===== config.mk =====
export PLATFORM = sky130hd
export DESIGN_NAME = regfile_wb_arbiter
export DESIGN_NICKNAME = d
export VERILOG_FILES = /design/src/rtl/regfile_wb_arbiter.sv
export SDC_FILE = /design/constraint.sdc
export NUM_CORES = 1
export LEC_CHECK = 0
export ABC_CLOCK_PERIOD_IN_PS = 2980
export BUFFER_PORTS_ARGS = -buffer_cell sky130_fd_sc_hd__buf_2
export CORE_MARGIN = 2
export CORE_UTILIZATION = 42
export DETAILED_ROUTE_END_ITERATION = 16
export GPL_ROUTABILITY_DRIVEN = 1
export PLACE_DENSITY = 0.83
export REMOVE_ABC_BUFFERS = 1
export SLEW_MARGIN = 20
export SYNTH_ARGS = -nofsm -noshare
export SYNTH_HDL_FRONTEND = slang
export SYNTH_SLANG_ARGS = --single-unit

===== constraint.sdc =====
create_clock -name clk -period 2.98 [get_ports clk]
set_input_delay 0.298 -clock clk [delete_from_list [all_inputs] [get_ports clk]]
set_output_delay 0.298 -clock clk [all_outputs]
set_load 0.03 [all_outputs]

===== src/rtl/regfile_wb_arbiter.sv =====
// Round-robin write-back arbiter for the register file write port.
// It also keeps a pending-write scoreboard that answers operand hazard queries.
module regfile_wb_arbiter #(
  parameter int NREQ = 3,
  parameter int XLEN = 64,
  parameter int PW   = 2
) (
  input  logic                 clk,
  input  logic                 rst_n,
  input  logic [NREQ-1:0]      req_valid,
  output logic [NREQ-1:0]      req_ready,
  input  logic [5*NREQ-1:0]    req_rd,
  input  logic [XLEN*NREQ-1:0] req_data,
  output logic [4:0]           reg_num_w,
  output logic [XLEN-1:0]      w_data,
  output logic                 ctrl_reg_w,
  output logic [PW-1:0]        grant_idx,
  input  logic                 iss_valid,
  input  logic [4:0]           iss_rd,
  input  logic [4:0]           chk_rs1,
  input  logic [4:0]           chk_rs2,
  output logic                 busy_rs1,
  output logic                 busy_rs2
);

  logic [PW-1:0]   ptr_q, ptr_d;
  logic [PW-1:0]   grant_idx_q, grant_idx_d;
  logic [4:0]      reg_num_w_q, reg_num_w_d;
  logic [XLEN-1:0] w_data_q, w_data_d;
  logic            ctrl_reg_w_q, ctrl_reg_w_d;
  logic [31:0]     busy_q, busy_d;

  logic            gnt_found;
  logic [PW-1:0]   gnt_idx;
  logic [4:0]      sel_rd;
  logic [XLEN-1:0] sel_data;

  // (base + k) mod NREQ for base < NREQ and k < NREQ
  function automatic logic [PW-1:0] rr_index(input logic [PW-1:0] base, input int k);
    int s;
    s = int'(base) + k;
    if (s >= NREQ) s = s - NREQ;
    return PW'(s);
  endfunction

  always_comb begin
    // NOTE: every combinational output gets a default first so no path leaves it unassigned (no latch).
    gnt_found = 1'b0;
    gnt_idx   = '0;
    for (int k = 0; k < NREQ; k++) begin
      if (!gnt_found && req_valid[rr_index(ptr_q, k)]) begin
        gnt_found = 1'b1;
        gnt_idx   = rr_index(ptr_q, k);
      end
    end
  end

  assign sel_rd   = req_rd[5*int'(gnt_idx) +: 5];
  assign sel_data = req_data[XLEN*int'(gnt_idx) +: XLEN];

  // The handshake completes only while out of reset, so ready is masked by rst_n.
  assign req_ready = (rst_n && gnt_found) ? (NREQ'(1) << gnt_idx) : '0;

  always_comb begin
    ptr_d        = ptr_q;
    grant_idx_d  = grant_idx_q;
    reg_num_w_d  = reg_num_w_q;
    w_data_d     = w_data_q;
    ctrl_reg_w_d = 1'b0;
    busy_d       = busy_q;
    if (gnt_found) begin
      ptr_d        = rr_index(gnt_idx, 1);
      grant_idx_d  = gnt_idx;
      reg_num_w_d  = sel_rd;
      w_data_d     = sel_data;
      ctrl_reg_w_d = (sel_rd != 5'd0);
      if (sel_rd != 5'd0) busy_d[sel_rd] = 1'b0;
    end
    // Applied after the clear so a same-edge re-issue keeps the register busy.
    if (iss_valid && iss_rd != 5'd0) busy_d[iss_rd] = 1'b1;
    busy_d[0] = 1'b0;
  end

  always_ff @(posedge clk) begin
    // NOTE: sequential state uses non-blocking assignments so every flop samples pre-edge values.
    if (!rst_n) begin
      ptr_q        <= '0;
      grant_idx_q  <= '0;
      reg_num_w_q  <= '0;
      w_data_q     <= '0;
      ctrl_reg_w_q <= 1'b0;
      // NOTE: the scoreboard is a flop array, not RAM, so clearing it on reset is cheap and required.
      busy_q       <= '0;
    end else begin
      ptr_q        <= ptr_d;
      grant_idx_q  <= grant_idx_d;
      reg_num_w_q  <= reg_num_w_d;
      w_data_q     <= w_data_d;
      ctrl_reg_w_q <= ctrl_reg_w_d;
      busy_q       <= busy_d;
    end
  end

  assign reg_num_w  = reg_num_w_q;
  assign w_data     = w_data_q;
  assign ctrl_reg_w = ctrl_reg_w_q;
  assign grant_idx  = grant_idx_q;

  // The in-flight term covers the cycle before the register file captures the write.
  assign busy_rs1 = rst_n && (chk_rs1 != 5'd0) &&
                    (busy_q[chk_rs1] || (ctrl_reg_w_q && reg_num_w_q == chk_rs1));
  assign busy_rs2 = rst_n && (chk_rs2 != 5'd0) &&
                    (busy_q[chk_rs2] || (ctrl_reg_w_q && reg_num_w_q == chk_rs2));

endmodule


# [Word-level counts from Yosys, hierarchy flattened]
# Cells that the tools add are included.
[classes] n_eq_ne=2 mux=28 n_shift=3 magnitude_cmp=13 bitwise=3 add_sub_neg=7 mul=1 n_reduce_logical=21
[op_table] op="$shiftx A192 B9 Y64" count=1
[op_table] op="$mux W32" count=3
[op_table] op="$and A32 B32 Y32" count=1
[op_table] op="$not A32 Y32" count=1
[op_table] op="$or A32 B32 Y32" count=1
[op_table] op="$lt A5 B6 Y1 const B" count=4
[op_table] op="$reduce_bool A5 Y1" count=4
[op_table] op="$shiftx A15 B6 Y5" count=1
[op_table] op="$mux W2" count=7
[op_table] op="$logic_and A1 B1 Y1" count=12
[op_table] op="$bmux W1 S5" count=2
[op_table] op="$demux W1 S5" count=2
[op_table] op="$eq A5 B5 Y1" count=2
[op_table] op="$ge A5 B1 Y1 const B" count=2
[op_table] op="$mux W1" count=10
[op_table] op="$ge A3 B2 Y1 const B" count=3
[op_table] op="$lt A2 B3 Y1 const B" count=3
[op_table] op="$sub A2 B2 Y2 const B" count=4
[op_table] op="$add A2 B1 Y3 const B" count=2
[op_table] op="$bmux W1 S2" count=3
[op_table] op="$mul A3 B2 Y5 const A" count=1
[op_table] op="$add A2 B2 Y3 const B" count=1
[op_table] op="$mux W3" count=1
[op_table] op="$shl A1 B2 Y3 const A" count=1
[op_table] op="4 further kinds" count=6
[totals] in_bits=228 reg_bits=106 wordCells=85

# [Logic depth before layout (Yosys ltp)]
[depth] ltp_word=23 ltp_mapped=14 mapped_depth_nobuf=10

# [Worst setup path before layout]
# No wires, ideal clock.
[synth_timing] kind="reg2out" from="reg ptr_q[1]" to="out req_ready[2]" t_arrival_ns=3.067 setup_slack_ns=-0.385 path_stages_with_launch=12 n_path_buf=4 cell_sequence="dfxtp_1 > inv_1 > ha_1 > buf_6 > mux2i_2 > mux2i_4 > o32a_4 > or2_2 > buf_2 > clkbuf_1 > clkbuf_1 > nor3_1"
[synth_via] elab_chain_len=13 word_cells_on_any_way=30
[synth_lines] element="from (decl)" line="26" rtl="logic [PW-1:0] ptr_q, ptr_d;"
[synth_lines] element="from (signal assigned)" line="95" rtl="ptr_q <= ptr_d;"
[synth_lines] element="parallel branches: the longest is 12 deep, another holds $add A2 B1 Y3"
[synth_lines] element="$mux W3 *" line="62" rtl="assign req_ready = (rst_n && gnt_found) ? (NREQ'(1) << gnt_idx) : '0;"
[synth_lines] element="to (decl)" line="11" rtl="output logic [NREQ-1:0] req_ready,"
# Mark *: on every way between the ends. The select of a mux whose other input is x is not followed.

# [Final worst setup path]
[layout_timing] from="reg ptr_q[0]" to="reg busy_q[20]"
[layout_via] elab_chain_len=23 word_cells_on_any_way=41
[layout_lines] element="parallel branches: the longest is 20 deep, another holds $mul A3 B2 Y5"
[layout_lines] element="$mux W32 *" line="71" rtl="if (gnt_found) begin"
[layout_lines] element="$or A32 B32 Y32 (no line)"
[layout_lines] element="$mux W32 *" line="80" rtl="if (iss_valid && iss_rd != 5'd0) busy_d[iss_rd] = 1'b1;"
[layout_lines] element="to (signal assigned)" line="100" rtl="busy_q <= busy_d;"
[layout_lines] element="to (decl)" line="31" rtl="logic [31:0] busy_q, busy_d;"
# Marks and branches as above.
# A chain may end at the register's enable or synchronous reset.

==> out/metrics.json <==
{
  "status": {
    "run_status": "complete, but fails checks",
    "violations": "setup timing"
  },
  "yosys": {
    "synth-async-reset-ratio_pct": 0,
    "yosys.area_share.adder_pct": 0.8089,
    "postSynthCellCount": 829,
    "synth_mux_area_share_pct": 8.150,
    "synth_compound_gate_area_share_pct": 26.03,
    "netlist-cell-type-count": 61,
    "synthSimpleGateAreaFrac_pct": 24.49,
    "synth_sequential_area_ratio_pct": 33.97,
    "yosys_warnings": 0,
    "synth_top_family_by_area": "compound AO/OA/AOI/OAI gates",
    "synth_area_per_cell_um2": 7.463,
    "postSynthRegisterBits": 105,
    "synth_enable_flop_cells": 0,
    "xor_and_xnor_fraction_of_the_mapped_netlist_area_pct": 1.416,
    "ys_dominant_reg_cell": "sky130_fd_sc_hd__dfxtp_1",
    "syn_area_um2": 6187
  },
  "clock_network": {
    "cts_sinks": 105,
    "cts.htree.levels": 3,
    "cts.reportedPaths.clkPinSlew_ps": 70,
    "cts-hold-fix-buffers": 0,
    "worst_skew_pair_later_pin_latency_ps": 350,
    "total_cts_buffers": 9,
    "cts.root.buffer_cell": "sky130_fd_sc_hd__clkbuf_16",
    "clock_tree_from_tritoncts": "done",
    "clock_tree.buffer_depth": 2
  },
  "sta": {
    "final_period_minus_worst_setup_slack_ps": 3056,
    "slew_headroom_pct": 37.63,
    "skew_ps": 6.804,
    "tightestPinTransition_ps": 933.5,
    "layout_setup_ws_ps": -76.06,
    "final_max_slew_viol_count": 0,
    "setup_violations": 6,
    "timing.fmax_mhz": 327.2,
    "final.period_utilization_pct": 102.6,
    "timing.final.hold_violations": 0,
    "grt_setup_unrepaired": "yes"
  },
  "detailed_routing": {
    "dr.pass1.iters": 5,
    "drc_violations": 0,
    "met2RoutedLength_um": 11770,
    "route.layer.met1.wl_um": 8904,
    "ant_nets": 0,
    "top_layer_used": "met4",
    "first_iter_violations": 613,
    "postRouteWirelength_um": 23500,
    "met3_length_um": 1768,
    "viasPerCell": 5.749,
    "detail_route.wl_per_cell_um": 17.57,
    "route.vias.total": 7692
  },
  "layout": {
    "post-route-util_pct": 62.04,
    "stdcell_area_um2": 8982,
    "area.growth.synth_to_final_pct": 45.18,
    "drive_above_1_share_pct": 40.36,
    "design.final.nets": 1379
  },
  "setup_path": {
    "timing.critical_path.from_type": "flip-flop",
    "critPathMaxStageDelay_ps": 580,
    "end_kind": "flip-flop",
    "worstSetupPathType": "reg -> reg",
    "timing.critical_path.cells": "buf_4 -> ha_1 -> nand2b_4 -> mux2i_4 -> buf_4 -> nor3_4 -> buf_4 -> o32ai_2 -> o2bb2ai_1 -> or4_4 -> o21ai_1 -> a21oi_1",
    "r2r_start": "ptr_q[0]$_SDFFE_PN0N_",
    "worst_reg2reg_setup_slack_ps": -80,
    "rr_endpoint": "busy_q[20]$_SDFF_PN0_",
    "worst-r2r-cell-count": 12,
    "slowest_stage_cell_crit_path": "sky130_fd_sc_hd__or4_4",
    "cp_data_arrival_time_ps": 3280,
    "worstPathMaxFanout": 7,
    "worst_ep_required_time_ps": 3210,
    "crit_path_frequent_cell": "sky130_fd_sc_hd__buf_4"
  },
  "die": {
    "fp.dieW_um": 125.4,
    "initial_core_util_pct": 42.73,
    "floorplan_core_area_um2": 14480,
    "fp-row-count": 44,
    "ioPinCount": 305,
    "dieArea_um2": 15720,
    "chipHeight_um": 125.4
  },
  "hold_path": {
    "hold_path_end": "reg_num_w[1]$_SDFFE_PN0N_",
    "timing.hold.worst.class": "in -> reg",
    "worst_hold_path.num_cells": 3,
    "worst_hold_launch": "rst_n"
  },
  "place": {
    "dp.final_hpwl_um": 16030,
    "portBuffers": 304,
    "post_dp_cell_area_um2": 8194,
    "gp_congestion": 0.9294
  },
  "global_routing": {
    "grt_pass1_wl_um": 35050,
    "grtUsageTotal_pct": 27.50,
    "globalRoute.totalOverflow": 0,
    "grt_start_max_net_pins": 68,
    "antenna_violations_before_repair": 3,
    "grt_pass1_vias": 7114
  },
  "power": {
    "vdd_ir_drop_max_v": 0.0006620,
    "power_density_nw_per_um2": 1266,
    "p_leak_uw": 0.004093,
    "total_power_uw": 11370
  },
  "run": {
    "max_cap_viol_count": 0
  }
}
state kept, by name, indices dropped and copies added (netlist names):
name        flops
grant_idx       2
busy_q         31
ptr_q           2
w_data         64
ctrl_reg_w      1
reg_num_w       5
worst max-delay path by stage:
stage	start	end	cells after the start
global route	ptr_q[1]$_SDFFE_PN0N_	busy_q[17]$_SDFF_PN0_	12
finish	ptr_q[0]$_SDFFE_PN0N_	busy_q[20]$_SDFF_PN0_	12
floorplan	ptr_q[1]$_SDFFE_PN0N_	busy_q[12]$_SDFF_PN0_	8
CTS	ptr_q[1]$_SDFFE_PN0N_	w_data[57]$_SDFFE_PN0N_	13
detailed placement	ptr_q[0]$_SDFFE_PN0N_	busy_q[12]$_SDFF_PN0_	9
global placement	ptr_q[0]$_SDFFE_PN0N_	busy_q[24]$_SDFF_PN0_	10
power by group:
| group | internal [uW] | total [uW] | leakage [uW] | switching (uW) |
|---|---|---|---|---|
| Sequential | 1820 | 2040 | 0.000866 | 219 |
| Clock | 595 | 1150 | 0.000128 | 559 |
| Combinational | 3350 | 8170 | 0.00310 | 4820 |
| Total | 5770 | 11400 | 0.00409 | 5600 |
per-stage QoR:
stage / hold WS [ps] / std cells / setup TNS, ps / setup slack, ps
5_1_grt: 227.9 / 1338 / -2156 / -156.0
4_1_cts: 227.5 / 1329 / 0 / 1.124
6_report: 239.2 / 1338 / -216.1 / -76.06
2_1_floorplan: 436.4 / 758 / -518730 / -6099
3_3_place_gp: 457.7 / 1303 / -131.9 / -60.15
3_5_place_dp: 460.4 / 1303 / -1640 / -156.0
routing by layer:
metal	vias up	GRT usage, %
met4	0	15.29
met1	3569	32.73
met5	-	0
li1	3606	-
met2	439	46.87
met3	78	5.049
cells in the mapped netlist, types with 2 or more instances:
cell type	n	area, um^2
sky130_fd_sc_hd__xnor2_1	2	17.52
sky130_fd_sc_hd__nor3_1	8	40.04
sky130_fd_sc_hd__mux4_2	18	405.4
sky130_fd_sc_hd__a21oi_2	2	17.52
sky130_fd_sc_hd__inv_1	7	26.28
sky130_fd_sc_hd__a211oi_1	2	15.01
sky130_fd_sc_hd__o21ai_0	34	170.2
sky130_fd_sc_hd__clkbuf_2	2	10.01
sky130_fd_sc_hd__mux2i_1	4	40.04
sky130_fd_sc_hd__a31o_2	2	17.52
sky130_fd_sc_hd__o32ai_1	4	35.03
sky130_fd_sc_hd__buf_1	11	41.29
sky130_fd_sc_hd__nor2_1	139	521.8
sky130_fd_sc_hd__or4_1	4	30.03
sky130_fd_sc_hd__mux2_2	2	22.52
sky130_fd_sc_hd__buf_6	2	22.52
sky130_fd_sc_hd__nand3b_1	2	15.01
sky130_fd_sc_hd__ha_1	4	50.05
sky130_fd_sc_hd__or3_1	4	25.02
sky130_fd_sc_hd__o211ai_1	6	45.04
sky130_fd_sc_hd__buf_2	6	30.03
sky130_fd_sc_hd__clkbuf_1	50	187.7
sky130_fd_sc_hd__nand2b_1	2	12.51
sky130_fd_sc_hd__nor4_1	2	12.51
sky130_fd_sc_hd__dfxtp_1	105	2102
sky130_fd_sc_hd__a311oi_1	64	560.5
sky130_fd_sc_hd__nand2_1	174	653.1
sky130_fd_sc_hd__and3b_1	3	26.28
sky130_fd_sc_hd__and3_1	4	25.02
sky130_fd_sc_hd__xor2_1	8	70.07
sky130_fd_sc_hd__nor3b_1	4	30.03
sky130_fd_sc_hd__a21oi_1	106	530.5
sky130_fd_sc_hd__o41ai_1	3	26.28
sky130_fd_sc_hd__a31oi_1	2	12.51
sky130_fd_sc_hd__o221ai_1	2	17.52
sky130_fd_sc_hd__nand3_1	7	35.03
sky130_fd_sc_hd__o31ai_1	3	22.52
sky130_fd_sc_hd__o21a_1	2	15.01
final cells by class:
class	instances	area, um^2
antenna	2	5.005
clock buffer	11	242.7
clock inverter	5	40.04
fill	1309	5497
inverter	7	27.53
multi-input combinational	646	4018
sequential	105	2107
tap	184	230.2
timing repair buffer	378	2312
logic make-up (layout without fill, tap and decap cells):
kind of cell	count (synthesis)	after routing
multiplexers	26	26
XOR/XNOR	10	10
flip-flops	105	105
other	0	2
buffers and inverters	78	401
adder cells (fa/ha/maj)	4	4
AND/OR/NAND/NOR	362	362
AO/OA/AOI/OAI	244	244
placed cells by master (no fill, tap or decap), types with 5 or more instances in the layout:
master and instances:
sky130_fd_sc_hd__buf_2 301, sky130_fd_sc_hd__o21ai_1 8, sky130_fd_sc_hd__dfxtp_1 103, sky130_fd_sc_hd__buf_12 8, sky130_fd_sc_hd__clkbuf_16 10, sky130_fd_sc_hd__nor3_1 5
sky130_fd_sc_hd__nor2_1 138, sky130_fd_sc_hd__xor2_1 8, sky130_fd_sc_hd__a311oi_1 63, sky130_fd_sc_hd__mux4_2 18, sky130_fd_sc_hd__nand3_1 5, sky130_fd_sc_hd__o211ai_1 6
sky130_fd_sc_hd__o21ai_0 25, sky130_fd_sc_hd__a21oi_1 105, sky130_fd_sc_hd__nand2_1 172, sky130_fd_sc_hd__buf_4 55, sky130_fd_sc_hd__buf_6 9
worst max-delay path, delay by kind of cell (launching register included):
family,cells,cell delay [ps]
AOI/OAI and AO/OA,4,840
muxes,1,260
DFF,1,360
and+or+nand+nor,3,780
adders and majority gates,1,200
buffers and inverters,3,480
repair_timing:
| action | in CTS | in global routing |
|---|---|---|
| endpoints found under the setup margin | 50 | 77 |
| pin swaps | 6 | 17 |
| buffers inserted | 8 | 6 |
| gates resized for setup | 23 | 50 |
| gates cloned | 2 | 1 |
(Power assumes the default switching activity.)
